<file path="config.mk">
export PLATFORM = sky130hd
export DESIGN_NAME = mem_wb_stage_buffer
export DESIGN_NICKNAME = d
export VERILOG_FILES = /design/src/rtl/mem_wb_stage_buffer.sv
export SDC_FILE = /design/constraint.sdc
export NUM_CORES = 1
export LEC_CHECK = 0
export ABC_AREA = 1
export BUFFER_PORTS_ARGS = -buffer_cell sky130_fd_sc_hd__buf_2
export CAP_MARGIN = 0
export CORE_MARGIN = 2
export CORE_UTILIZATION = 39
export DETAILED_ROUTE_END_ITERATION = 10
export PLACE_DENSITY_LB_ADDON = 0.08
export SKIP_LAST_GASP = 1
export SYNTH_ARGS = -nofsm -noshare
export SYNTH_HDL_FRONTEND = slang
export SYNTH_SLANG_ARGS = --single-unit
</file>
<file path="constraint.sdc">
create_clock -name Clock -period 1.85 [get_ports Clock]
set_clock_uncertainty 0.2 [all_clocks]
set_input_delay 0.2775 -clock Clock [delete_from_list [all_inputs] [get_ports Clock]]
set_output_delay 0.2775 -clock Clock [all_outputs]
set_load 0.05 [all_outputs]
</file>
<file path="src/rtl/mem_wb_stage_buffer.sv">
// MEM/WB pipeline register built as a 2-entry skid buffer with a valid/ready handshake on both sides.
// The head entry drives the outputs; the skid entry catches one bundle while the WB stage stalls.
module mem_wb_stage_buffer #(
   parameter int          DATA_W        = 32,
   parameter int          REG_W         = 5,
   parameter int unsigned ZERO_SUPPRESS = 1
) (
   input  logic              Clock,
   input  logic              Reset_n,
   input  logic              InValid,
   output logic              InReady,
   input  logic              MemToRegIn,
   input  logic              RegWriteIn,
   input  logic [REG_W-1:0]  WriteRegisterIn,
   input  logic [DATA_W-1:0] ALUResultIn,
   input  logic [DATA_W-1:0] DataMemoryIn,
   input  logic              Flush,
   output logic              OutValid,
   input  logic              OutReady,
   output logic              MemToRegOut,
   output logic              RegWriteOut,
   output logic [REG_W-1:0]  WriteRegisterOut,
   output logic [DATA_W-1:0] ALUResultOut,
   output logic [DATA_W-1:0] DataMemoryOut,
   output logic [DATA_W-1:0] WriteDataOut,
   output logic [1:0]        Occupancy
);

   typedef enum logic [1:0] {
      EMPTY = 2'd0,
      ONE   = 2'd1,
      FULL  = 2'd2
   } state_t;

   typedef struct packed {
      logic              mem_to_reg;
      logic              reg_write;
      logic [REG_W-1:0]  wr_reg;
      logic [DATA_W-1:0] alu;
      logic [DATA_W-1:0] dmem;
   } bundle_t;

   state_t  state_q, state_d;
   bundle_t head_q, head_d;
   bundle_t skid_q, skid_d;
   logic    in_ready_q, in_ready_d;
   bundle_t in_bundle;
   logic    out_valid;
   logic    accept;
   logic    pop;
   logic    zero_dest;

   assign in_bundle = '{mem_to_reg: MemToRegIn,
                        reg_write:  RegWriteIn,
                        wr_reg:     WriteRegisterIn,
                        alu:        ALUResultIn,
                        dmem:       DataMemoryIn};

   assign out_valid = (state_q != EMPTY);
   assign accept    = InValid && in_ready_q;
   assign pop       = out_valid && OutReady;

   // Next-state and data movement; Flush wins over any same-cycle handshake and leaves data untouched.
   always_comb begin
      state_d = state_q;
      head_d  = head_q;
      skid_d  = skid_q;
      if (Flush) begin
         state_d = EMPTY;
      end else begin
         unique case (state_q)
            EMPTY: begin
               if (accept) begin
                  head_d  = in_bundle;
                  state_d = ONE;
               end
            end
            ONE: begin
               if (accept && pop) begin
                  head_d = in_bundle;
               end else if (accept) begin
                  skid_d  = in_bundle;
                  state_d = FULL;
               end else if (pop) begin
                  state_d = EMPTY;
               end
            end
            FULL: begin
               if (pop) begin
                  head_d  = skid_q;
                  state_d = ONE;
               end
            end
            default: state_d = EMPTY;
         endcase
      end
      in_ready_d = (state_d != FULL);
   end

   always_ff @(posedge Clock) begin
      if (!Reset_n) begin
         state_q    <= EMPTY;
         in_ready_q <= 1'b1;
         head_q     <= '0;
         skid_q     <= '0;
      end else begin
         state_q    <= state_d;
         in_ready_q <= in_ready_d;
         head_q     <= head_d;
         skid_q     <= skid_d;
      end
   end

   // Outputs depend only on registered head state, never on the current inputs.
   assign zero_dest        = (ZERO_SUPPRESS != 0) && (head_q.wr_reg == '0);
   assign InReady          = in_ready_q;
   assign OutValid         = out_valid;
   assign Occupancy        = state_q;
   assign MemToRegOut      = head_q.mem_to_reg;
   assign RegWriteOut      = out_valid && head_q.reg_write && !zero_dest;
   assign WriteRegisterOut = head_q.wr_reg;
   assign ALUResultOut     = head_q.alu;
   assign DataMemoryOut    = head_q.dmem;
   assign WriteDataOut     = head_q.mem_to_reg ? head_q.dmem : head_q.alu;

endmodule

</file>
; ---- After elaboration in Yosys (flattened, before gate mapping)
; Cells that the tools add are included.
[word_totals]
ff_bits = 145
input_bits = 76
output_inout_bits = 107
elab_cells = 44
[op_classes]
eq_ne = 6
n_mux = 12
bitwise_logic = 2
reduce_logical = 12
[op_table]
columns = operator, count
row1 = two-way mux 71 bit, 3
row2 = one-hot mux 71 bit (3 select lines), 1
row3 = two-way mux 32 bit, 1
row4 = two-way mux 2 bit, 6
row5 = "inequality test 2 bit, second input constant", 4
row6 = one-hot mux 2 bit (3 select lines), 1
row7 = logical AND 1 bit, 5
row8 = logical NOT 5 bit, 1
row9 = AND reduction 5 bit, 1
row10 = AND reduction 4 bit, 1
row11 = nonzero test 3 bit, 1
row12 = "== test 2 x 1 -> 1 bit, second input constant", 1
row13 = "== test 2 bit, second input constant", 1
row14 = logical NOT 2 bit, 1
row15 = inverter 1 bit, 2
row16 = nonzero test 2 bit, 1
row17 = logical NOT 1 bit, 1

; ---- Depth between registers and ports, before layout
[depth]
depth_word = 8
ltp_mapped = 9
depth_no_buf = 7

; ---- Least setup slack after synthesis
; Ideal clock, no wire load.
[synth_timing]
path_kind = flip-flop to output port
startpoint = register head_q, in the netlist MemToRegOut
endpoint = output WriteDataOut[23]
arrival_ps = 2015
required_time_ps = 1372
path_slack_ps = -642
stages_incl_launch_ff = 4
n_path_buf = 2
cell_sequence = dfxtp_1 -> clkbuf_1 -> clkbuf_1 -> o21ai_0
[synth_via]
elab_chain_cells = 1
[synth_rtl]
columns = element, line_no
row1 = "start, declared", 44  ; bundle_t head_q, head_d;
row2 = "start signal, assigned", 104  ; head_q <= '0;
row3 = "start signal, assigned", 109  ; head_q <= head_d;
row4 = two-way mux 32 bit, 124  ; assign WriteDataOut = head_q.mem_to_reg ? head_q.dmem : head_q.alu;
row5 = "end, declared", 25  ; output logic [DATA_W-1:0] WriteDataOut,
; Every way passes these cells.

; ---- Worst setup path in the final report
[layout_timing]
startpoint = register head_q, in the netlist MemToRegOut
endpoint = output WriteDataOut[18]
; The elaborated chain is that of the path after synthesis.

==> metrics <==
status finished with violations; failing checks negative setup slack; TritonCTS Buffers 17; R2R Setup Slk ~0.18 ns; total negative setup slack -0.03758 ns; worst skew pair latency between 0.4 and 0.5 ns; Root Buffer clkbuf_16; RSZ-0062 raised after global routing true; Final GP Congestion approximately 0.8; Leak Pwr ~4.8 nW; First DRT Iteration DRCs 428; io pins 183; commonest cells in the netlist 468 x nand2_1, 145 x dfxtp_1, 142 x nor2_1, 77 x buf_4, 75 x inv_1; Initial Utilization 40.11%; # rows between 40 and 50; Seq/Total Area, Yosys around 40%; Vias/cell 4.690; global-route wire length before repair between 30,000 and 40,000 um; FF/Latch Area 0.002914 mm2; worst r2r path cells 7; R2R Path End skid_q[67]; Hold Vio Cnt, Final 0; mean post-synth cell area 6.274 um2; net count after synthesis approximately 1,200; count leader, synth nand2_1; area leader, netlist dfxtp_1; die area 0.01977 mm2; Worst Path Arrival between 1 and 1.5 ns; total power approximately 0.0090 W; Tot GR Track Use 22.38%; worst relative slew slack 75.60%; Least-Margin Pin Slew around 0.36 ns; Worst R2R Start Occupancy[1]; Achievable Freq between 500 and 600 MHz; post-route setup slack -0.01587 ns; top cells by area in the synthesized netlist dfxtp_1 40%, nand2_1 24%, buf_4 7.9%, nor2_1 7.3%, a21oi_1 5.1%; Die Ht around 140 um; wire per inst about 14 um; worst hold endpoint Occupancy[0]; register bit total from synthesis around 150; most common flop cell mapped by yosys dfxtp_1; Synth-to-Final Area Change 34.00%; routed wire length around 22,000 um; Pins Over Slew Limit 0; H-tree levels 4; Worst Hold Depth 5; cell count after synthesis roughly 1,200; asr flop ratio synth 0%; crit-path max FO 6; Crit. End Element output port; Yosys warning total 0; synthesized cell area 0.007278 mm2; dpl ws around 0.23 ns; Pre-Repair DR Iteration Count 5; post-synth top area share approximately two fifths; Hold Startpoint OutReady; setup violators final 3; Power per Cell Area between 900 and 1000 mW/mm2; Setup CP Type flop to output port; port bufs 182; initial antenna violation count 1; Worst-path clk slew around 0.060 ns; Max-Cap Viols 0; CP Launch Type flop; CTS tree built; Post-synth EDFFs 0; multi-input gate area in the final layout approximately 0.0034 mm2; post-DP HPWL roughly 14,000 um; Yosys cell types 17; vias in the first global route 6,688; area of the core 0.01815 mm2; drt drc 0; NumNets Final 1,393; CP required approximately 1.4 ns; grt total ovfl 0; Vias about 7,300; Chip Width 140.6 um; Final min period between 1.5 and 2 ns; largest net degree at the start of global routing 76; Clock Path Buffers 2; VDD IR-drop max 679.3 uV; fill count 1,844; Final period util 100.9%; Clock Sink Count about 150; layout cells sized above 1 21.80%; Min-Delay Path Class primary input to flop; Detail Route Antenna Nets 0
==> metrics by stage <==
step	hold WS, ns	area [um2]	utilization (%)	std cells
6_report	0.08823	9753	53.74	1560
5_1_grt	0.1102	9751	53.73	1559
4_1_cts	0.07301	9723	53.58	1559
3_5_place_dp	0.2513	8099	44.63	1451
3_3_place_gp	0.2486	8099	44.63	1451
2_1_floorplan	0.2184	7407	-	1160
==> worst max-delay path by stage <==
stage	startpoint	endpoint	slack, ns	cells past startpoint
after floorplan	MemToRegOut	WriteDataOut[13]	-0.006	3
after global placement	InValid	skid_q[59]	0.24	7
after detailed placement	Occupancy[1]	skid_q[67]	0.23	7
after CTS	MemToRegOut	WriteDataOut[18]	-0.03	4
after global routing	MemToRegOut	WriteDataOut[19]	-0.08	4
final	MemToRegOut	WriteDataOut[18]	-0.02	4
==> report_power, final <==
part | switching, W | internal, W
registers | 0.000103 | 0.00325
clock network | 0.00139 | 0.00243
logic | 0.00125 | 0.000602
total | 0.00274 | 0.00629
==> metal layers <==
metal,share of wire [%],track usage (%)
met2,47,37.28
met5,0,0
met1,46,29.51
met3,6.0,5.163
met4,1.0,5.526
==> worst max-delay path: stages (launching register included) <==
cell and delay (ns):
dfxtp_4 0.40, buf_6 0.15, buf_6 0.12, o21ai_4 0.13, buf_6 0.17
==> layout by cell type (no fill, tap or decap) <==
master / count
buf_6: 34
nand3_2: 1
o21ai_2: 30
buf_4: 10
dlygate4sd3_1: 72
nor3_2: 1
bufinv_16: 5
inv_1: 74
clkbuf_4: 1
dfxtp_1: 138
nand3_1: 73
clkinv_4: 2
nor2_1: 142
buf_12: 14
dfxtp_2: 6
o21ai_4: 2
nand2_1: 465
a21oi_1: 74
nor3_1: 1
buf_2: 148
clkbuf_16: 17
dfxtp_4: 1
inv_2: 4
clkinvlp_4: 3
inv_6: 1
clkbuf_8: 1
nand2_4: 2
clkinv_2: 2
nor2_4: 2
diode_2: 1
nand2_2: 3
clkbuf_1: 1
==> logic make-up after synthesis <==
group	Yosys count	share of synthesized area (%)
AND/OR/NAND/NOR	690	37.10
buffers and inverters	219	15.73
flip-flops	145	39.88
AO/OA/AOI/OAI	106	7.289
==> state kept, by name (all words and copies together) (netlist names) <==
| signal | cells |
|---|---|
| MemToRegOut | 1 |
| DataMemoryOut | 32 |
| WriteRegisterOut | 5 |
| InReady | 1 |
| skid_q | 71 |
| head_q | 1 |
| Occupancy | 2 |
| ALUResultOut | 32 |
==> repair_timing <==
action | 4_1_cts | 5_1_grt
hold endpoints to repair | 98 | 0
pin swaps | 2 | 2
hold buffers | 72 | 0
gates resized for setup | 68 | 11
setup buffers | 4 | 0
endpoints found under the setup margin | 34 | 33
==> cell type report <==
cell class	count	share of cell area (%)
clock buffer	19	4.541
timing repair buffer	279	22.63
multi-input combinational	796	34.84
antenna	1	0.02566
inverter	78	3.002
tap	229	2.938
sequential	145	29.88
clock inverter	13	2.142
(Power assumes the default switching activity.)
